===== src/rtl/network_argmax.sv =====
// rtl/network_argmax.sv - streaming argmax over groups of N signed values
// Running max/index per vector; the last element resolves straight into a one-deep output buffer.
module network_argmax #(
  parameter int T  = 16,
  parameter int N  = 16,
  parameter int IW = $clog2(N)
) (
  input  logic          clk,
  input  logic          reset,
  input  logic          s_valid,
  output logic          s_ready,
  input  logic [T-1:0]  data_in,
  output logic          m_valid,
  input  logic          m_ready,
  output logic [IW-1:0] data_out_idx,
  output logic [T-1:0]  data_out_max
);

  localparam logic [IW-1:0] LAST_IDX = IW'(N - 1);

  logic [IW-1:0] cnt_q, cnt_d;
  logic [T-1:0]  run_max_q, run_max_d;
  logic [IW-1:0] run_idx_q, run_idx_d;
  logic          m_valid_q, m_valid_d;
  logic [T-1:0]  out_max_q, out_max_d;
  logic [IW-1:0] out_idx_q, out_idx_d;

  logic          is_last;
  logic          in_fire;
  logic          take_new;
  logic [T-1:0]  cand_max;
  logic [IW-1:0] cand_idx;

  // Only the final element can stall: it needs the output buffer free or draining.
  assign is_last  = (cnt_q == LAST_IDX);
  assign s_ready  = !(is_last && m_valid_q && !m_ready);
  assign in_fire  = s_valid && s_ready;

  // Strict greater-than keeps the lowest index on ties.
  assign take_new = (cnt_q == '0) || ($signed(data_in) > $signed(run_max_q));
  assign cand_max = take_new ? data_in : run_max_q;
  assign cand_idx = take_new ? cnt_q : run_idx_q;

  always_comb begin
    cnt_d     = cnt_q;
    run_max_d = run_max_q;
    run_idx_d = run_idx_q;
    m_valid_d = m_valid_q;
    out_max_d = out_max_q;
    out_idx_d = out_idx_q;

    if (m_valid_q && m_ready) begin
      m_valid_d = 1'b0;
    end

    if (in_fire) begin
      if (is_last) begin
        cnt_d     = '0;
        out_max_d = cand_max;
        out_idx_d = cand_idx;
        m_valid_d = 1'b1;
      end else begin
        cnt_d     = cnt_q + IW'(1);
        run_max_d = cand_max;
        run_idx_d = cand_idx;
      end
    end
  end

  always_ff @(posedge clk) begin
    if (reset) begin
      cnt_q     <= '0;
      run_max_q <= '0;
      run_idx_q <= '0;
      m_valid_q <= 1'b0;
      out_max_q <= '0;
      out_idx_q <= '0;
    end else begin
      cnt_q     <= cnt_d;
      run_max_q <= run_max_d;
      run_idx_q <= run_idx_d;
      m_valid_q <= m_valid_d;
      out_max_q <= out_max_d;
      out_idx_q <= out_idx_d;
    end
  end

  assign m_valid      = m_valid_q;
  assign data_out_max = out_max_q;
  assign data_out_idx = out_idx_q;

endmodule


===== config.mk =====
export PLATFORM = sky130hd
export DESIGN_NAME = network_argmax
export DESIGN_NICKNAME = d
export VERILOG_FILES = /design/src/rtl/network_argmax.sv
export SDC_FILE = /design/constraint.sdc
export NUM_CORES = 1
export LEC_CHECK = 0
export ABC_AREA = 0
export CORE_ASPECT_RATIO = 0.9
export CORE_MARGIN = 5
export CORE_UTILIZATION = 37
export CTS_BUF_LIST = sky130_fd_sc_hd__clkbuf_8 sky130_fd_sc_hd__clkbuf_16
export CTS_CLUSTER_DIAMETER = 50
export DETAILED_ROUTE_END_ITERATION = 16
export SLEW_MARGIN = 0
export SYNTH_ARGS = -nofsm -noshare
export SYNTH_HDL_FRONTEND = slang
export SYNTH_SLANG_ARGS = --single-unit

===== constraint.sdc =====
create_clock -name clk -period 2.53 [get_ports clk]
set_clock_uncertainty 0.15 [all_clocks]
set_input_delay 0.506 -clock clk [delete_from_list [all_inputs] [get_ports clk]]
set_output_delay 0.506 -clock clk [all_outputs]
set_load 0.1 [all_outputs]

==> key figures, run 1 <==
Outcome
  – Status: completed

Logic synthesis
  – EDFF count, synth: 0
  – Netlist cell types: 41
  – Top_reg_cell synth: dfxtp_1
  – Cells after synthesis: 308
  – Syn. warnings: 0
  – Synth async-reset ratio: 0%
  – Sequential-to-total area share from yosys stat: 31.9%
  – Synth Cell Area: about 0.0028 mm2
  – Synthesized flop and latch total: 45
  – Mean Syn Cell Area: 9.16 um2
  – Syn_nets: 346

Place
  – Placed cell count: around 470
  – Final GP Congestion: roughly 0.8
  – DP HPWL: 5400 um
  – Port Buffers: 41

Critical path
  – Worst Path Required: ~1.9 ns
  – Crit Path Max Fanout: 8
  – CP Class: reg2out
  – Type of origin of the critical path: flip-flop
  – Critical Path Sink Type: output port
  – Data arrival time of the worst path: 1.74 ns

Global routing
  – Initial antenna violation count: 0
  – GR Overflow Total: 0
  – Largest net degree at the start of global routing: 66
  – First-pass GRT wire length: 11800 um
  – Number of global-route vias before repair: around 2400
  – Gr usage total: 15.6%

Pwr
  – Clock share of power: a little under a third
  – Comb pwr share: 26.5%
  – Sequential cell fraction of total power: 41.8%
  – Net load switching power: 0.524 mW
  – Max rail drop VDD: 0.229 mV
  – Internal: about 1.3 mW
  – Power density cells: 457 mW/mm2
  – Switching Share: 29.0%
  – Leakage power: approximately 1.5 nW

Drt
  – Total Wirelength: 7350 um
  – Post-route ant nets: 0
  – Drc violations: 0
  – Drt pass-1 iters: 4
  – Routed WL per cell: 15.4 um
  – Initial DRC count: 127
  – Vias/cell: 5.27
  – Total number of vias: ~2500

Final layout
  – Post-Layout Cell Count: 477
  – Most common cell after layout, fill and taps aside: buf_4
  – Synth-to-layout area growth: 40.4%
  – Fill cells: 683
  – Nets: 418
  – Register Area: 901 um2
  – Final core occ: between 50% and 60%
  – # diodes: 0
  – Fraction of layout cells with a size suffix above 1: 32.8%
  – Most frequent cells in the layout: buf_4 (62), dfxtp_1 (45), nand2b_1 (38)
  – Multi-input gate area: 0.00191 mm2

CTS
  – Clk_lat worst skew: 0.30 ns
  – Clock slew at reported path FFs: 0.09 ns
  – Cts bufs inserted: 5
  – CTS root buf: clkbuf_8
  – Hold buffers post-CTS: 0
  – Clock sink total: 45
  – Htree depth: 2
  – Max Buffers Root-to-Sink: 2
  – Post-CTS Setup Inserts: 0
  – CTS tree: built

Worst hold path
  – Worst hold path class: reg2reg

STA
  – Final Hold Vio Count: 0
  – Worst-Margin Slew: 0.323 ns
  – Rel. slew slack: approximately four fifths
  – Slew Viols, Final: 0
  – Endpoints failing setup: 0
  – Fmax: 417 MHz
  – Hold Slack: between 0.3 and 0.4 ns
  – Unrepaired setup endpoints after global routing: no
  – Final Cycle Share: a little over nine tenths
  – Min Tclk post-route: 2.40 ns

Die
  – Initial Util: 37.8%
  – Chip width: 102 um
  – Die height: 92.8 um
  – Core Area: 0.00747 mm2
  – IO Pins: 42
  – Die area: ~0.0095 mm2
  – Row count: 30

Flow run
  – Max_cap viols: 0
[synth_stat cells (all sizes together) (3+ instances only)]
master	number	area share, %
o221ai	19	8.1
mux2i	18	6.4
nor2	28	3.8
nand2b	38	8.4
nand4	4	1.6
a21oi	11	2.1
nand3	4	0.71
o211ai	18	4.8
inv	22	2.9
a211oi	3	1.2
nand2	12	1.6
dfxtp	45	32
clkbuf	13	1.7
a311oi	20	6.2
o21ai	4	0.71
buf	13	3.9
ha	18	8.0
[power groups by stage]
stage          Clock (mW)  Combinational, mW  Sequential, mW
6_report            0.573              0.479           0.755
5_1_grt             0.612              0.518           0.759
4_1_cts             0.589              0.450           0.755
3_5_place_dp            0              0.415           0.771
3_3_place_gp            0              0.409           0.771
2_1_floorplan           0              0.255           0.764
[what timing repair did]
action / in CTS / in global routing
resized for setup: 20 / 29
gates cloned: 0 / 1
pin swaps: 5 / 22
setup endpoints to repair: 40 / 39
[flip-flops by register name, indices dropped and copies added (netlist names)]
signal        count
data_out_max     16
m_valid           1
run_idx_q         4
cnt_q             4
data_out_idx      4
run_max_q        16
[final cells by class]
type	instances	area share (%)
multi-input cells	215	48.3
flip-flops and latches	45	22.8
repair buffers	91	20.8
well taps	96	3.03
clock buffers	6	2.09
inverters	22	2.09
clock inverters	2	0.948
[critical path, cell delays in order (launching register included)]
cell and delay, ns:
dfxtp_1 0.50, ha_1 0.24, nand3_1 0.15, or2_2 0.37, buf_12 0.18
[path summary, 6_finish.rpt]
kind	slack, ns	from	end	cells after the start
min	0.34	run_idx_q[0]$_SDFFE_PP0P_	run_idx_q[0]$_SDFFE_PP0P_	2
max	0.13	cnt_q[0]$_SDFFE_PP0P_	s_ready	4
max reg2reg	0.15	run_max_q[6]$_SDFFE_PP0P_	run_idx_q[3]$_SDFFE_PP0P_	10
min reg2reg	0.34	run_idx_q[0]$_SDFFE_PP0P_	run_idx_q[0]$_SDFFE_PP0P_	2
[per-stage QoR]
stage          TNS, ns  instance area [um2]  setup WS, ns  power [mW]
5_1_grt              0                 3960        0.0200        1.89
4_1_cts              0                 3800       0.00286        1.79
3_3_place_gp    -15.18                 3560        -0.442        1.18
3_5_place_dp    -16.04                 3560        -0.478        1.19
6_report             0                 3960         0.131        1.81
2_1_floorplan        0                 2820         0.175        1.02
[cell families (layout without fill, tap and decap cells)]
family          after synthesis  after routing  share of synthesized area [%]
fa+ha+maj                    18             18                           7.99
mux                          18             18                           6.39
buf+inv                      48            121                           8.56
compound gates               83             83                           25.6
flops                        45             45                           31.9
xor+xnor                      1              1                          0.311
simple gates                 95             95                           19.3
[metal layers]
| layer | routed length (um) | vias up | track usage (%) |
|---|---|---|---|
| li1 | - | 1276 | - |
| met1 | 3600 | 1189 | 22.2 |
| met2 | 3450 | 43 | 24.2 |
| met3 | 271 | 4 | 2.41 |
| met4 | 37 | 0 | 4.04 |
| met5 | 0 | - | 0 |
No activity file was read; power rests on OpenSTA's default activity.
==> run 2: changes to the inputs <==
--- a/config.mk
+++ b/config.mk
@@ -6,6 +6,7 @@
 export NUM_CORES = 1
 export LEC_CHECK = 0
 export ABC_AREA = 0
+export CAP_MARGIN = 20
 export CORE_ASPECT_RATIO = 0.9
 export CORE_MARGIN = 5
 export CORE_UTILIZATION = 37
==> results of run 2 <==
The final DEF is identical to that of run 1; final timing and power are the same.
==> run 3: changes to the inputs <==
--- a/config.mk
+++ b/config.mk
@@ -13,6 +13,7 @@
 export CTS_BUF_LIST = sky130_fd_sc_hd__clkbuf_8 sky130_fd_sc_hd__clkbuf_16
 export CTS_CLUSTER_DIAMETER = 50
 export DETAILED_ROUTE_END_ITERATION = 16
+export HOLD_SLACK_MARGIN = 0.08
 export SLEW_MARGIN = 0
 export SYNTH_ARGS = -nofsm -noshare
 export SYNTH_HDL_FRONTEND = slang
==> results of run 3 <==
The final DEF is identical to that of run 1; final timing and power are the same.
